==> src/rtl/array_packer_pkg.sv <==
// Shared types and default sizing for the array packer.
package array_packer_types;

   localparam int unsigned DEF_WIDTH = 32;
   localparam int unsigned DEF_DEPTH = 2;

   typedef enum logic {
      COLLECT = 1'b0,
      EMIT    = 1'b1
   } state_e;

endpackage

==> src/rtl/array_packer.sv <==
// Packs a stream of signed elements into DEPTH-wide arrays, with flush for partial arrays.
// Optional running sum output enabled by defining ARRAY_PACKER_SUM_EN.
module array_packer
   import array_packer_types::*;
#(
   parameter int unsigned WIDTH = DEF_WIDTH,
   parameter int unsigned DEPTH = DEF_DEPTH
) (
   input  logic                                   clk,
   input  logic                                   rst,
   input  logic signed [WIDTH-1:0]                b_in,
   input  logic                                   b_in_sync,
   output logic                                   b_in_notify,
   input  logic                                   flush,
   output logic signed [WIDTH-1:0]                b_out [DEPTH],
   output logic        [$clog2(DEPTH+1)-1:0]      b_out_len,
   input  logic                                   b_out_sync,
   output logic                                   b_out_notify
`ifdef ARRAY_PACKER_SUM_EN
   ,
   output logic signed [WIDTH+$clog2(DEPTH)-1:0]  b_out_sum
`endif
);

   localparam int unsigned CW = $clog2(DEPTH + 1);
`ifdef ARRAY_PACKER_SUM_EN
   localparam int unsigned SW = WIDTH + $clog2(DEPTH);
`endif

   state_e          r_state;
   state_e          w_state_nxt;
   logic [CW-1:0]   r_count;
   logic            w_accept;
   logic            w_release;

   assign b_out_len = r_count;

   // Next-state and handshake decode.
   always_comb begin
      w_state_nxt = r_state;
      w_accept    = 1'b0;
      w_release   = 1'b0;
      case (r_state)
         COLLECT: begin
            w_accept = b_in_notify && b_in_sync;
            if (w_accept && (r_count == CW'(DEPTH - 1))) begin
               w_state_nxt = EMIT;
            end else if (flush && (w_accept || (r_count != '0))) begin
               w_state_nxt = EMIT;
            end
         end
         EMIT: begin
            w_release = b_out_notify && b_out_sync;
            if (w_release) begin
               w_state_nxt = COLLECT;
            end
         end
         default: w_state_nxt = COLLECT;
      endcase
   end

   // State register; notify flags are registered decodes of the next state.
   always_ff @(posedge clk or posedge rst) begin
      if (rst) begin
         r_state      <= COLLECT;
         b_in_notify  <= 1'b1;
         b_out_notify <= 1'b0;
      end else begin
         r_state      <= w_state_nxt;
         b_in_notify  <= (w_state_nxt == COLLECT);
         b_out_notify <= (w_state_nxt == EMIT);
      end
   end

   // Element storage and fill count; cleared on reset and after each output transfer.
   always_ff @(posedge clk or posedge rst) begin
      if (rst) begin
         r_count <= '0;
         for (int i = 0; i < int'(DEPTH); i++) begin
            b_out[i] <= '0;
         end
      end else if (w_release) begin
         r_count <= '0;
         for (int i = 0; i < int'(DEPTH); i++) begin
            b_out[i] <= '0;
         end
      end else if (w_accept) begin
         r_count <= r_count + CW'(1);
         for (int i = 0; i < int'(DEPTH); i++) begin
            if (r_count == CW'(i)) begin
               b_out[i] <= b_in;
            end
         end
      end
   end

`ifdef ARRAY_PACKER_SUM_EN
   // Running sign-extended sum, wide enough that DEPTH elements never overflow.
   always_ff @(posedge clk or posedge rst) begin
      if (rst) begin
         b_out_sum <= '0;
      end else if (w_release) begin
         b_out_sum <= '0;
      end else if (w_accept) begin
         b_out_sum <= b_out_sum + SW'(b_in);
      end
   end
`endif

endmodule

==> config.mk <==
export PLATFORM = sky130hd
export DESIGN_NAME = array_packer
export DESIGN_NICKNAME = d
export VERILOG_FILES = /design/src/rtl/array_packer_pkg.sv /design/src/rtl/array_packer.sv
export SDC_FILE = /design/constraint.sdc
export NUM_CORES = 1
export LEC_CHECK = 0
export CAP_MARGIN = 0
export CORE_UTILIZATION = 51
export DETAILED_ROUTE_END_ITERATION = 6
export PLACE_DENSITY = 0.88
export SKIP_CTS_REPAIR_TIMING = 1
export SLEW_MARGIN = 15
export SYNTH_ARGS = -nofsm -noshare
export SYNTH_HDL_FRONTEND = slang
export SYNTH_SLANG_ARGS = --single-unit
==> constraint.sdc <==
create_clock -name clk -period 4.5 [get_ports clk]
set_clock_uncertainty 0.05 [all_clocks]
set_input_delay 1.125 -clock clk [delete_from_list [all_inputs] [get_ports clk]]
set_output_delay 1.125 -clock clk [all_outputs]
set_load 0.005 [all_outputs]
Word level (Yosys, flattened, before mapping)

Cells that the tools add are included.

$lt $le $gt $ge: 0
Shift operators: 0
Reductions and logical operators: 12
Mux-type cells: 12
Div/mod/pow operators: 0
$add $sub $neg: 1
Multiply operators: 0
Equality and inequality tests: 1
Bitwise logic cells: 2

Operators by type and width:

| kind                                                                   | count |
|---|---|
| 64-bit two-way mux                                                     | 2 |
| 32-bit two-way mux                                                     | 2 |
| 2-bit nonzero test                                                     | 4 |
| 1-bit two-way mux                                                      | 5 |
| 1-bit logical AND                                                      | 4 |
| 2-bit two-way mux                                                      | 2 |
| 2-bit AND reduction                                                    | 2 |
| 2-bit by 1-bit adder with 2-bit output (second input constant)         | 1 |
| 2-bit by 1-bit equality test with 1-bit output (second input constant) | 1 |
| 2-bit zero test                                                        | 1 |
| 1-bit inverter                                                         | 2 |
| 1-bit case mux with 2 select lines                                     | 1 |
| 1-bit logical OR                                                       | 1 |

Input port bits: 37
Output and inout port bits: 68
Latch bits: 0
Memory bits (read-only): 0
Register bits after elaboration: 68
Bits in writable memories: 0
Memories: 0

Depth between registers and ports, before layout

Gate-level depths: netlist of the first run.

Depth in word-level cells: 7
Depth in mapped cells: 5
Mapped depth without buffers: 4

Worst setup path after synthesis of the first run

No wires, ideal clock.

Kind: input to register
From: input port b_out_sync
To: register b_out[0] in the netlist's numbering
Library setup time: 0.125 ns
Buffers on the path: 2
Arrival time: 1.828 ns
Cell stages on the path: 4
Setup slack: 2.497 ns
Path through: buf_4 clkbuf_1 a21boi_0 mux2_4

Cells in the longest elaborated chain, start to end: 4
Elaborated cells between the ends (all ways): 6
Those cells by class: mux: 2; reduce/logical: 4

Ends and longest elaborated chain:

| element                              | line               | source |
|---|---|---|
| start: declaration                   | array_packer.sv:17 | `input logic b_out_sync,` |
| 1-bit logical AND *                  | array_packer.sv:53 | `w_release = b_out_notify && b_out_sync;` |
| 1-bit two-way mux *                  | array_packer.sv:43 | `case (r_state)` |
| 2-bit nonzero test (no source line)  | -                  |  |
| 2-bit AND reduction (no source line) | -                  |  |
| end signal: indexed assignment       | array_packer.sv:91 | `b_out[i] <= b_in;` |
| end: declaration                     | array_packer.sv:15 | `output logic signed [WIDTH-1:0] b_out [DEPTH],` |

Mark *: on every way between the ends. The rest lies on a longest branch, timed or not.
A chain may end at the register's enable or synchronous reset.

==> key figures, run 1 <==
Status
  • Status: finished, violations left
  • Violated checks: DRC

Worst setup path
  • Crit path kind: flip-flop to output port
  • Worst path bufs/invs: 1
  • Arr. time, crit path: 2070 ps
  • CP Cell Sequence: clkdlybuf4s50_1
  • CP max stage delay: 1060 ps
  • Maximum fanout along the worst path: 73
  • CP Data Required Time: 3320 ps
  • CP max stage cell: dfrtp_2
  • Crit. End Element: output port
  • Top Family by Delay on Critical Path: flip-flops
  • Crit start category: flip-flop

Clock tree
  • CTS buffer count: 9
  • CTS Sinks: between 60 and 70
  • CTS Buffer Depth: 2
  • CTS tree: yes
  • CTS H-Tree Depth: 3
  • Clock-pin slew on the worst setup and hold paths: around 70 ps
  • Worst skew pair latency: 340 ps
  • Clock tree root driver cell: clkbuf_8

Die
  • Initial core utilization: a little over half
  • Io pins: 105
  • Core region area: approximately 6400 um2
  • Die X: 84.0 um
  • Rows: 29
  • Die area: 7060 um2
  • Die height: approximately 84 um

Synthesis
  • Ys Warns: 0
  • Yosys top cell by area: dfrtp_1
  • Synthesized netlist net count: around 270
  • Synth top area cells: dfrtp_1, mux2_4, a21boi_0
  • Synth Register Bits: 68
  • Post-Syn Area per Cell: 14.7 um2
  • Synth top area share: between 40% and 50%
  • Most frequent cell after synthesis: dfrtp_1
  • Top FF cell, synth: dfrtp_1
  • Yosys cell types: 18
  • Post-synthesis sequential area ratio: 49.6%
  • Post-synth EDFFs: 0
  • Synth async-reset ratio: 100%
  • Mapped Cells: 234
  • Synthesized area: 3430 um2
  • List of most frequent post-synthesis cells: dfrtp_1, a21boi_0, mux2_4

Routing
  • # DRC: 18
  • Vias: 2214
  • Final wirelength: 7350 um
  • DR pass1 iterations: 7
  • DR WL/cell: 17.9 um
  • Vias per Instance: around 5.4
  • Iter 0 DRT Violations: 95
  • Final ANT Viol Nets: 0

Pwr
  • Peak VDD IR: 0.276 mV
  • Static Leak: 2.20 nW
  • Pwr Density: 606 nW/um2

Timing
  • RSZ-0062 raised after global routing: false
  • Setup TNS: 0 ps
  • Worst slew margin: ~30%
  • Final setup fails: 0
  • Fin crit share: 72.1%
  • Final min period: ~3200 ps
  • Final Max Slew Viols: 0
  • Fmax: between 300 and 400 MHz
  • Final-report hold violation count: 0
  • Slew @ Worst Pin: 1040 ps

Global routing
  • Initial antenna violation count: 0
  • Overflow after GRT: 0
  • Tot GR Track Use: 21.9%
  • First-pass GRT wire length: between 10000 and 15000 um
  • Vias in the first global route: 2378
  • Largest net degree at the start of global routing: 74

Cells and area
  • Filler cells: 447
  • Diodes inserted: 0
  • Synth-to-Final Area Change: 35.1%
  • Final nets: about 370
  • Layout cells sized above 1: around a quarter
  • Fin cells: about 410

Placement
  • Final Wtd Congestion: roughly 0.7
  • I/O Buffers: between 100 and 150
  • Hpwl dp: between 4000 and 5000 um
  • Placed cell count: 395

Hold path
  • Worst Hold Class: flip-flop to flip-flop

Job
  • Max-cap check violation count: 0
cells by family after synthesis:
family	synth area share, %
buffers and inverters	4.34
multiplexers	28.2
AO/OA/AOI/OAI	15.2
adder cells (fa/ha/maj)	0.729
AND/OR/NAND/NOR	1.90
flip-flops	49.6
tightest hold or removal path: stages, from the launching register on:
cell and delay [ps]:
dfrtp_1 410, inv_1 90, mux2_2 140
cell usage in the layout, fill, tap and decap left out, types with 2 or more instances in the layout:
master and count:
a21boi_0 66, clkbuf_8 11, clkdlybuf4s50_1 103, clkinv_2 2
dfrtp_1 66, ha_1 2, inv_1 2, mux2_2 6
mux2_4 60, nand4b_4 2
flip-flops by register name, summed over array words and instances, names as in the netlist:
| register | count |
|---|---|
| b_out | 64 |
| b_out_len | 2 |
| b_in_notify | 1 |
| r_state | 1 |
final cells by class:
type                    count  area, um2  share of cell area, %
clock buffers              12        155                   3.35
repair buffers            105       1040                   22.5
clock inverters             4       47.5                   1.03
inverters                   3       11.3                  0.243
flip-flops and latches     68       1700                   36.7
well taps                  77       96.3                   2.08
multi-input cells         142       1580                   34.1
report_power, final:
part / total [mW] / leakage (nW) / switching [mW] / internal [mW]
Clock: 0.510 / 0.102 / 0.225 / 0.285
Combinational: 1.22 / 1.18 / 0.350 / 0.875
Sequential: 1.08 / 0.916 / 0.224 / 0.854
Total: 2.81 / 2.20 / 0.799 / 2.01
path summary, 6_finish.rpt:
path / startpoint / end / slack, ps / cells after the start
min in group asynchronous: rst / b_out[18] / 1280 / 2
max: r_state / b_out_notify / 1260 / 1
max reg2reg: r_state / b_out[22] / 2050 / 2
max in group asynchronous: rst / b_out[40] / 2280 / 3
min reg2reg: b_out_len[0] / b_out_len[0] / 610 / 2
min: b_out_len[0] / b_out_len[0] / 610 / 2
stage by stage:
| stage | hold slack [ps] | total power [mW] | worst slack (ps) | utilization (%) | instance area [um2] |
|---|---|---|---|---|---|
| CTS | 623 | 2.83 | 1250 | 72.2 | 4640 |
| global route | 663 | 2.97 | 1150 | 72.2 | 4640 |
| global placement | 580 | 2.27 | 1290 | 69.1 | 4440 |
| detailed placement | 607 | 2.31 | 1250 | 69.1 | 4440 |
| finish | 615 | 2.81 | 1260 | 72.2 | 4640 |
| floorplan | 579 | 1.70 | 1620 | - | 3430 |
metal layers:
| metal | vias up | share of wire (%) | GRT usage [%] |
|---|---|---|---|
| met5 | - | 0 | 0 |
| met4 | 0 | 1.6 | 8.62 |
| met1 | 1101 | 45 | 29.0 |
| met3 | 11 | 4.6 | 3.76 |
| met2 | 73 | 49 | 36.0 |
| li1 | 1029 | - | - |
(Power assumes the default switching activity.)
==> run 2, diff against run 1 <==
CORE_UTILIZATION = 47   (was 51)
PLACE_DENSITY = 0.82   (was 0.88)
clock period = 3 ns   (was 4.5 ns; I/O delays follow)
==> run 2 against run 1 <==
- power grew 53%
- largest cell class unchanged
- via count grew 1.8%
- largest power group unchanged
- cell area grew 2.3%
- die area grew 8.3%
- clock power grew 61%
- critical path type unchanged
- flip-flop and latch count is the same
- sequential power grew 45%
- worst setup slack lost 670 ps
- sequential share of layout area shrank 0.81 points
- worst hold slack gained 12 ps
- critical path depth is the same
- the flow now finishes without violations
- clock-buffer cell count shrank 1
- highest routed layer unchanged
==> key figures, run 2 (synthesized netlist as in run 1, its figures left out) <==
Placement
  • Setup Slack @ Placement: 382 ps (-872 ps)
  • Final Wtd Congestion: 0.799 (+14%)
  • Cell Area, Placed: 4530 um2 (+2.1%)
  • Hpwl dp: 4760 um (+0.37%)
  • Placed cell count: 418 (+5.8%)
  • I/O Buffers: 104 (unchanged)

Clock tree
  • Clock-pin slew on the worst setup and hold paths: 70 ps (about the same)
  • Clock tree root driver cell: clkbuf_8
  • Worst skew pair latency: 330 ps (about the same)
  • CTS H-Tree Depth: 3 (unchanged)
  • CTS Buffer Depth: 2 (unchanged)
  • CTS tree: yes
  • CTS Sinks: 68 (unchanged)
  • CTS buffer count: 9 (unchanged)

Worst setup path
  • Critical path origin: r_state
  • Crit. End Element: output port
  • Crit path kind: flip-flop to output port
  • CP max stage cell: dfrtp_2
  • Top Family by Delay on Critical Path: flip-flops
  • CP max stage delay: 690 ps (-370 ps)
  • Reg2reg end: b_out[30]
  • CP Depth: 1 (unchanged)
  • Crit start category: flip-flop
  • CP Capture Point: b_out_notify
  • CP Cell Sequence: clkdlybuf4s50_1
  • Maximum fanout along the worst path: 33 (-55%)
  • FF-to-FF Start: r_state
  • R2R depth: 4 (+2)
  • Worst R2R Setup Slack: 820 ps (-1230 ps)
  • CP Data Required Time: 2200 ps (-1120 ps)
  • Worst path bufs/invs: 1 (unchanged)
  • Arr. time, crit path: 1610 ps (-460 ps)

Global routing
  • M1 GR Usage: 31.2% (+2.2 points)
  • Vias in the first global route: 2374 (-0.17%)
  • Met2 Track Usage GR: 31.2% (-4.8 points)
  • First-pass GRT wire length: 12300 um (+2.7%)
  • Initial antenna violation count: 0 (unchanged)
  • Most Crowded Layer GR: met1
  • Overflow after GRT: 0 (unchanged)
  • Largest net degree at the start of global routing: 69 (-6.8%)
  • Tot GR Track Use: 21.3% (-0.64 points)
  • Met3 GRT Util: 3.89% (+0.13 points)

Timing
  • Setup TNS: 0 ps (unchanged)
  • Final min period: between 2000 and 2500 ps
  • Fin crit share: about 80%
  • Final-report hold violation count: 0 (unchanged)
  • Final worst slack: 589 ps (-668 ps)
  • Slew @ Worst Pin: 584 ps (-459 ps)
  • RSZ-0062 raised after global routing: false
  • Fmax: ~410 MHz
  • Final setup fails: 0 (unchanged)
  • Final Max Slew Viols: 0 (unchanged)
  • Worst slew margin: 61.1% (+31 points)
  • Hold Slack: 626 ps (+11.5 ps)

Routing
  • Iter 0 DRT Violations: 89 (-6.3%)
  • DR pass1 iterations: 4 (-3)
  • # DRC: 0 (-18)
  • Vias: 2254 (+1.8%)
  • Vias per Instance: 5.19 (-3.6%)
  • DR WL/cell: 17.5 um (-2.3%)
  • Final wirelength: 7590 um (+3.2%)
  • Final ANT Viol Nets: 0 (unchanged)

Cells and area
  • Most flops, register: b_out
  • Filler cells: 505 (+13%)
  • Synth-to-Final Area Change: 38.2%
  • Fin util: 68.7% (-3.5 points)
  • Fin cells: 434 (+5.6%)
  • Final nets: 372 (+1.1%)
  • Number of flip-flops in the largest register: 64 (unchanged)
  • Commonest non-fill, non-tap cell in the layout: clkdlybuf4s50_1
  • Most frequent cells in the layout: clkdlybuf4s50_1, a21boi_0, dfrtp_1
  • Design area: 4740 um2 (+2.3%)
  • Layout cells sized above 1: 27.2% (+0.87 points)
  • Diodes inserted: 0 (unchanged)

Pwr
  • Peak VDD IR: 0.472 mV (+71%)
  • Pwr Density: 909 nW/um2 (+50%)
  • Total Power: 4.31 mW (+53%)
  • Static Leak: 2.25 nW (+2.1%)

Die
  • Initial core utilization: 49.7% (-3.7 points)
  • Rows: 30 (+3.4%)
  • Die area: 7650 um2 (+8.3%)
  • Core region area: 6910 um2 (+7.5%)
  • Die height: 87.5 um (+4.1%)
  • Io pins: 105 (unchanged)
  • Die X: 87.5 um (+4.1%)

Hold path
  • Hold path start: b_out_len[0]
  • Worst Hold Class: flip-flop to flip-flop

Status
  • Status: finished, final reports clean

Job
  • Max-cap check violation count: 0 (unchanged)
## run 2: cell types whose count changed in the layout (fill, tap and decap cells not counted)
cell        before  now
bufinv_16        1    2
buf_4            1    2
clkbuf_8        11   10
clkinv_2         2    3
clkinvlp_4       1    0
buf_12           0    3
## run 2: tightest hold or removal path, delay by kind of cell (launching register included)
kind,cells,cell delay [ps]
DFF,1,410
muxes,1,140
buffers and inverters,1,90
## run 2: area by class of cell
class                      instances  area (um2)  share of cell area (%)
tap                               96         120                    2.53
sequential                        68        1700                    35.9
timing repair buffer             109        1110                    23.4
inverter                           3        11.3                   0.237
clock buffer                      11         141                    2.98
clock inverter                     5        75.1                    1.58
multi-input combinational        142        1580                    33.3
## run 2: where the power goes
| group | switching [mW] | internal (mW) |
|---|---|---|
| sequential | 0.282 | 1.28 |
| clock | 0.332 | 0.487 |
| combinational | 0.600 | 1.33 |
## run 2: routing by layer
| metal | up-vias | share of wire (%) |
|---|---|---|
| li1 | 1038 | - |
| met1 | 1137 | 49 |
| met2 | 72 | 45 |
| met3 | 7 | 4.7 |
| met4 | 0 | 0.90 |
| met5 | - | 0 |
## run 2: worst min path at each step
stage / slack [ps] / endpoint / cells past startpoint
final: 630 / b_out_len[0] / 2
after global routing: 660 / b_out_len[0] / 2
after CTS: 630 / b_out_len[0] / 2
after detailed placement: 610 / b_out_len[0] / 2
after global placement: 580 / b_out_len[0] / 2
after floorplan: 580 / b_out_len[0] / 2
==> run 3, diff against run 2 <==
CORE_UTILIZATION = 42   (was 47)
PLACE_DENSITY = 0.78   (was 0.82)
clock period = 1.9 ns   (was 3 ns; I/O delays follow)
==> run 3 against run 2 <==
- power grew 60%
- non-clock buffer count is 8 higher
- critical path depth is the same
- first-iteration DRC count fell by 35%
- critical path type unchanged
- via count increased by 2.2%
- worst hold slack got worse by 190 ps
- largest power group unchanged
- flip-flop and latch count did not move
- critical endpoint is now b_out_len[0]
- largest cell class unchanged
- die area grew 12%
- clock power grew 60%
- highest routed layer unchanged
- combinational power grew 66%
==> key figures, run 3 (synthesized netlist as in run 1, its figures left out) <==
Cells and area
  • Layout cells sized above 1: 28.6% (+1.4 points)
  • Synth-to-Final Area Change: 41.1%
  • Most frequent cells in the layout: clkdlybuf4s50_1, a21boi_0, dfrtp_1
  • Diodes inserted: 0 (unchanged)
  • Final nets: 380 (+2.2%)
  • Filler cells: 630 (+25%)
  • Most flops, register: b_out
  • Number of flip-flops in the largest register: 64 (unchanged)
  • Commonest non-fill, non-tap cell in the layout: clkdlybuf4s50_1

Hold path
  • Worst Hold Class: primary input to async pin

Clock tree
  • Clock tree root driver cell: clkbuf_8
  • CTS Sinks: 68 (unchanged)
  • CTS buffer count: 9 (unchanged)
  • CTS Buffer Depth: 2 (unchanged)
  • CTS H-Tree Depth: 3 (unchanged)
  • Clock-pin slew on the worst setup and hold paths: 70 ps (about the same)
  • Worst skew pair latency: 330 ps (about the same)
  • CTS tree: yes

Placement
  • Final Wtd Congestion: 0.720 (-9.9%)
  • I/O Buffers: 104 (unchanged)
  • Setup Slack @ Placement: -85.4 ps (-468 ps)
  • Hpwl dp: 5100 um (+7.1%)

Worst setup path
  • R2R depth: 5 (+1)
  • Top Family by Delay on Critical Path: buffers and inverters
  • Crit start category: flip-flop
  • Reg2reg end: b_out[62]
  • CP Cell Sequence: clkdlybuf4s50_1
  • FF-to-FF Start: b_out_len[0]
  • CP max stage delay: 520 ps (-170 ps)
  • Maximum fanout along the worst path: 4 (-88%)
  • Crit. End Element: output port
  • Worst path bufs/invs: 1 (unchanged)
  • Crit path kind: flip-flop to output port
  • CP Data Required Time: 1370 ps (-830 ps)
  • Worst R2R Setup Slack: 290 ps (-530 ps)
  • CP max stage cell: clkdlybuf4s50_1
  • Arr. time, crit path: 1250 ps (-360 ps)

Routing
  • Final ANT Viol Nets: 0 (unchanged)
  • Vias: 2303 (+2.2%)
  • DR pass1 iterations: 4 (unchanged)
  • Vias per Instance: 5.14 (-1.0%)
  • # DRC: 0 (unchanged)
  • Final wirelength: 7610 um (+0.29%)
  • DR WL/cell: 17.0 um (-2.8%)
  • Iter 0 DRT Violations: 58 (-35%)

Die
  • Initial core utilization: 44.0% (-5.7 points)
  • Rows: 32 (+6.7%)
  • Die X: 92.4 um (+5.6%)
  • Die area: 8540 um2 (+12%)
  • Die height: 92.4 um (+5.6%)
  • Io pins: 105 (unchanged)
  • Core region area: 7810 um2 (+13%)

Timing
  • Final Max Slew Viols: 0 (unchanged)
  • Fin crit share: roughly 93%
  • Worst slew margin: 74.4% (+13 points)
  • Final-report hold violation count: 0 (unchanged)
  • Fmax: 564 MHz
  • Final min period: 1770 ps
  • Slew @ Worst Pin: 383 ps (-200 ps)
  • Final worst slack: 127 ps (-463 ps)
  • RSZ-0062 raised after global routing: false
  • Final setup fails: 0 (unchanged)

Global routing
  • Vias in the first global route: 2309 (-2.7%)
  • Largest net degree at the start of global routing: 68 (-1.4%)
  • Initial antenna violation count: 0 (unchanged)
  • Met2 Track Usage GR: 28.1% (-3.0 points)
  • M1 GR Usage: 25.5% (-5.7 points)
  • First-pass GRT wire length: 12100 um (-1.9%)
  • Most Crowded Layer GR: met2
  • Overflow after GRT: 0 (unchanged)
  • Met3 GRT Util: 4.52% (+0.63 points)
  • Tot GR Track Use: 18.5% (-2.7 points)

Pwr
  • Total Power: 6.89 mW (+60%)
  • Static Leak: 2.29 nW (+2.0%)
  • Pwr Density: 1420 nW/um2 (+56%)
  • Peak VDD IR: 0.603 mV (+28%)

Status
  • Status: finished, final reports clean

Job
  • Max-cap check violation count: 0 (unchanged)
## run 3: per-stage QoR
step	area [um2]	std cells	setup TNS (ps)	util, %	hold WS [ps]
finish	4840	448	0	62.0	436
floorplan	3440	234	0	-	574
detailed placement	4600	429	-3930	58.9	619
global placement	4600	429	-3240	58.9	595
CTS	4820	445	-121	61.7	437
global route	4840	448	0	62.0	469
## run 3: power breakdown
part | total, mW | leakage, nW | switching, mW | internal [mW]
Sequential | 2.38 | 0.916 | 0.352 | 2.03
Combinational | 3.20 | 1.27 | 1.04 | 2.17
Clock | 1.31 | 0.107 | 0.536 | 0.775
## run 3: worst max path at each step
| stage | slack [ps] | cells after the start | end | startpoint |
|---|---|---|---|---|
| global route | 70 | 1 | b_out_len[0] | b_out_len[0] |
| detailed placement | -90 | 4 | b_out[39] | b_in_sync |
| CTS | -110 | 1 | b_in_notify | b_in_notify |
| finish | 130 | 1 | b_out_len[0] | b_out_len[0] |
| global placement | -70 | 4 | b_out[21] | b_in_sync |
| floorplan | 440 | 5 | b_out[32] | b_out_len[0] |
## run 3: final cells by class
class,instances,area (um2),area share (%)
clock buffer,12,145,3.00
clock inverter,4,72.6,1.50
inverter,3,15.0,0.310
multi-input combinational,142,1580,32.6
sequential,68,1700,35.2
tap,102,128,2.63
timing repair buffer,117,1200,24.7
## run 3: layer usage
layer  up-vias  share of wire, %
li1       1055                 -
met1      1157                45
met2        81                47
met3        10               7.0
met4         0               1.3
met5         -                 0
==> variant 1: new RTL, flow settings as in run 3 <==
Set the package constant `DEF_DEPTH` to 8 (it was 2).
--- a/src/rtl/array_packer_pkg.sv
+++ b/src/rtl/array_packer_pkg.sv
@@ -2,7 +2,7 @@
 package array_packer_types;
 
    localparam int unsigned DEF_WIDTH = 32;
-   localparam int unsigned DEF_DEPTH = 2;
+   localparam int unsigned DEF_DEPTH = 8;
 
    typedef enum logic {
       COLLECT = 1'b0,
Ports: changed (resized b_out and b_out_len); port bits go from 105 to 299. No check against the original RTL was run, so the function may have changed too.
==> variant 1 against run 3 <==
The flow now finishes with violations (negative setup slack). Worst setup slack got worse by 0.15 ns. Global-route usage rose by 11 points. Combinational power rose by 120%. Routed wire length grew to 5.5 times the old value. Area after synthesis rose to 3.2 times the old value. Sequential share of layout area rose by 3.4 points. Sequential cell count up 194. Power grew to 2.9 times the old value. Cell area rose to 3.5 times the old value. Cell count increased to 4.2 times the old value. Critical path type is now flip-flop to flip-flop. Highest routed layer unchanged.
==> variant 1: results (changes against run 3) <==
Run status
  – Run status: finished with violations
  – Failing checks: negative setup slack

Synth
  – Synthesized-area fraction occupied by adder cells: 0.00454 (-0.00275)
  – Distinct cells, synth: 29 (+11)
  – Synth area leaders: dfrtp_1, nand3_1, o21ai_0, nand2_1, clkbuf_1
  – Post-synth top cells: nand2_1, dfrtp_1, nand3_1
  – Instance count of the mapped netlist: 1204 (+410%)
  – Register area share after synthesis: 0.594 (+0.0983)
  – Largest family of logic cells by synthesized area: simple AND/OR/NAND/NOR gates

Placement
  – DP Area: 14900 sq um (+220%)
  – Cells after DPL: 1786 (+320%)
  – Routability congestion estimate: 0.856 (+19%)
  – Setup WS pre-CTS: -0.202 ns (-0.116 ns)
  – PortBufs: 298 (+190%)
  – Hpwl dp: 26400 um (+420%)

Clock tree
  – H-tree levels: 1 (-2)
  – Root buffer cell: clkbuf_16
  – Worst skew pair latency: 0.55 ns (+0.22 ns)
  – Clock Path Buffers: 3 (+1)
  – TritonCTS Buffers: 28 (+19)

Route
  – Initial DRC count: 1390 (+2300%)
  – Wirelength per Cell: 22.1 um (+30%)
  – Drt first pass iters: 6 (+2)
  – Mean number of vias per cell: 5.80 (+13%)

Cells and area
  – Final nets: 1582 (+320%)
  – Non-Filler Instances: 1892 (+320%)
  – Synth-to-layout area growth: 54.1%
  – Share of layout cells above drive strength 1: 0.136 (-0.150)

Global routing
  – GRT Util Overall: 0.295 (+0.110)
  – Largest net degree at the start of global routing: 64 (-5.9%)
  – Vias in the first global route: 10200 (+340%)
  – First-pass GRT wire length: 60500 um (+400%)

Critical path
  – CP max FO: 32 (+28)
  – Slowest cell on the critical path: dfrtp_1
  – CP peak stage delay: 0.40 ns (-0.12 ns)
  – Critical path arrival: 2.28 ns (+1.03 ns)

STA
  – Final Setup Violations: 8 (+8)
  – Post-route setup slack: -0.0207 ns (-0.147 ns)
  – Slew margin rel.: 0.519 (-0.225)
## variant 1: cell types whose count changed in the layout (fill, tap and decap cells not counted), sizes merged, moves of 8 or more
cell,before,now
dfrtp,67,261
clkdlybuf4s50,102,36
o21ai,0,244
clkbuf,12,41
nand2,1,266
mux2i,0,14
mux2,66,0
nand3,0,239
and2,0,9
nand4,0,8
buf,14,147
dlymetal6s2s,1,262
a21boi,66,0
## variant 1: cell families (layout without fill, tap and decap cells)
kind of cell,count (synthesis),in the layout
fa+ha+maj,4,4
compound gates,248,248
xor+xnor,2,2
mux,14,14
buf+inv,142,500
simple gates,532,532
flops,262,262
## variant 1: metal layers
layer	routed length, um	global-route usage	share of wire
met3	4650	0.0783	0.11
met2	19800	0.475	0.47
met4	1760	0.112	0.042
met5	0	0	0
met1	15600	0.379	0.37
## variant 1: final cells by class
cell class,instances,share of cell area
well taps,330,0.0243
multi-input cells,800,0.228
repair buffers,445,0.302
clock buffers,41,0.0495
inverters,4,0.00110
clock inverters,10,0.00942
flip-flops and latches,262,0.386
## variant 1: worst paths after layout
check,from,to,slack (ns),cells past startpoint
min in group clk,b_out[115],b_out[115],0.46,2
hold reg to reg,b_out[115],b_out[115],0.46,2
hold / removal,rst,b_out[190],0.33,3
setup / recovery,b_out_len[0],b_out[232],-0.02,8
max in group asynchronous,rst,b_out[113],0.98,4
setup reg to reg,b_out_len[0],b_out[232],-0.02,8
## variant 1: report_power, final
group	switching, mW	leakage (nW)	internal, mW	total [mW]
sequential	0.723	3.59	6.68	7.40
clock	2.31	0.491	3.61	5.92
combinational	3.85	7.56	3.14	6.98
==> variant 2: new RTL, config.mk and constraints of run 3 <==
Without the edit above. Add an input register stage for `b_in_sync`, `flush` and `b_out_sync`, cleared by the reset; this delays them by one clock. The other inputs are not delayed to match.
--- a/src/rtl/array_packer.sv
+++ b/src/rtl/array_packer.sv
@@ -23,6 +23,22 @@
 );
 
    localparam int unsigned CW = $clog2(DEPTH + 1);
+
+   logic b_in_sync_q;
+   logic flush_q;
+   logic b_out_sync_q;
+
+   always_ff @(posedge clk or posedge rst) begin
+      if (rst) begin
+         b_in_sync_q  <= '0;
+         flush_q      <= '0;
+         b_out_sync_q <= '0;
+      end else begin
+         b_in_sync_q  <= b_in_sync;
+         flush_q      <= flush;
+         b_out_sync_q <= b_out_sync;
+      end
+   end
 `ifdef ARRAY_PACKER_SUM_EN
    localparam int unsigned SW = WIDTH + $clog2(DEPTH);
 `endif
@@ -42,15 +58,15 @@
       w_release   = 1'b0;
       case (r_state)
          COLLECT: begin
-            w_accept = b_in_notify && b_in_sync;
+            w_accept = b_in_notify && b_in_sync_q;
             if (w_accept && (r_count == CW'(DEPTH - 1))) begin
                w_state_nxt = EMIT;
-            end else if (flush && (w_accept || (r_count != '0))) begin
+            end else if (flush_q && (w_accept || (r_count != '0))) begin
                w_state_nxt = EMIT;
             end
          end
          EMIT: begin
-            w_release = b_out_notify && b_out_sync;
+            w_release = b_out_notify && b_out_sync_q;
             if (w_release) begin
                w_state_nxt = COLLECT;
             end
Function: changed (Yosys sat finds a counterexample within 4 cycles, from zero or initial values and one cycle with rst high).
==> variant 2 against run 3 <==
Worst setup slack better by 0.019 ns. Non-clock buffer count did not move. Area after synthesis increased by 2.2%. Sequential share of layout area up 1.4 points. Cell area up 0.57%. Global-route usage is 0.11 points lower. Routed wire length decreased by 0.45%. Power is 2.5% lower. Sequential cell count is 3 higher. Critical path type unchanged. Critical endpoint unchanged. Largest cell class unchanged.
==> variant 2: results (changes against run 3) <==
Global routing
  – GRT Util Overall: 0.184 (-0.00114)
  – First-pass GRT wire length: 12400 um (+2.5%)
  – GR Util met1: 0.244 (-0.0114)
  – Vias in the first global route: 2469 (+6.9%)
  – M2 GR Usage: 0.294 (+0.0126)
  – GR Util met3: 0.0431 (-0.00207)

STA
  – Hold WS: 0.387 ns (-0.0487 ns)
  – Slew of the pin with the lowest slew margin: 0.256 ns (-0.128 ns)

Route
  – M1 wire length: 3470 um (+2.1%)
  – Initial DRC count: 36 (-38%)
  – Routed WL: 7570 um (-0.45%)
  – Met3 routed WL: 441 um (-17%)
  – Mean number of vias per cell: 5.16 (+0.46%)
  – Met2 wire len: 3570 um (-0.36%)

Placement
  – Routability congestion estimate: 0.714 (-0.81%)
  – PortBufs: 104 (unchanged)
  – Hpwl dp: 5140 um (+0.77%)

Synth
  – Post-synth top cells: dfrtp_1, a21boi_0, mux2_4
  – Register area share after synthesis: 0.507 (+0.0108)
  – Synth area leaders: dfrtp_1, mux2_4, a21boi_0, buf_6, mux2_2
  – Synthesized-area fraction occupied by adder cells: 0.00714 (-0.000156)
  – Post-synthesis mux area share: 0.276 (-0.00604)
  – Syn nets: 276 (+1.1%)
  – Synth Area in Compound Gates: 0.149 (-0.00325)

Run status
  – Run status: complete, no violations

Power and ir drop
  – LEAKAGE: 2.31 nW (+0.64%)
  – Peak supply drop: 0.600 mV (-0.51%)
  – Pint: 4.80 mW (-3.3%)

Cells and area
  – Multi-input combinational area share: 0.324 (-0.00184)
  – Buffers, non-clock: 117 (unchanged)
  – CLK BUF: 11 (-1)
  – Clock-cell share of area: 0.0337 (-0.0113)
  – Fillers: 607 (-3.7%)
  – Seq area share: 0.366 (+0.0137)
  – Final nets: 383 (+0.79%)
  – Share of layout cells above drive strength 1: 0.284 (-0.00164)
  – Non-clock buffer share: 0.247 (-0.000372)

Critical path
  – Critical path arrival: 1.23 ns (-0.02 ns)
  – Slowest cell on the critical path: clkdlybuf4s50_1
  – Reg2Reg Setup Slack: 0.31 ns (+0.02 ns)

Clock tree
  – Sink Count: 71 (+4.4%)

Worst hold path
  – Hold/Removal Path Class: input pin to async pin
## variant 2: power groups by stage
stage	combinational, mW	sequential (mW)	clock, mW
floorplan	1.64	2.48	0
global placement	3.18	2.46	0
detailed placement	3.25	2.46	0
CTS	3.26	2.46	1.06
global route	3.48	2.51	1.13
finish	3.25	2.44	1.03
## variant 2: worst max-delay path by stage
stage	startpoint	to
after floorplan	b_out_len[0]	b_out[32]
after global placement	b_in_notify	b_in_notify
after detailed placement	b_in_notify	b_in_notify
after CTS	b_in_notify	b_in_notify
after global routing	b_out_len[0]	b_out_len[0]
final	b_out_len[0]	b_out_len[0]
## variant 2: stage by stage
stage               instances  area, sq um  worst slack, ns
floorplan                 237         3510            0.434
global placement          434         4700            0.270
detailed placement        434         4700            0.256
CTS                       449         4860           -0.113
global route              450         4870           0.0572
finish                    450         4870            0.146
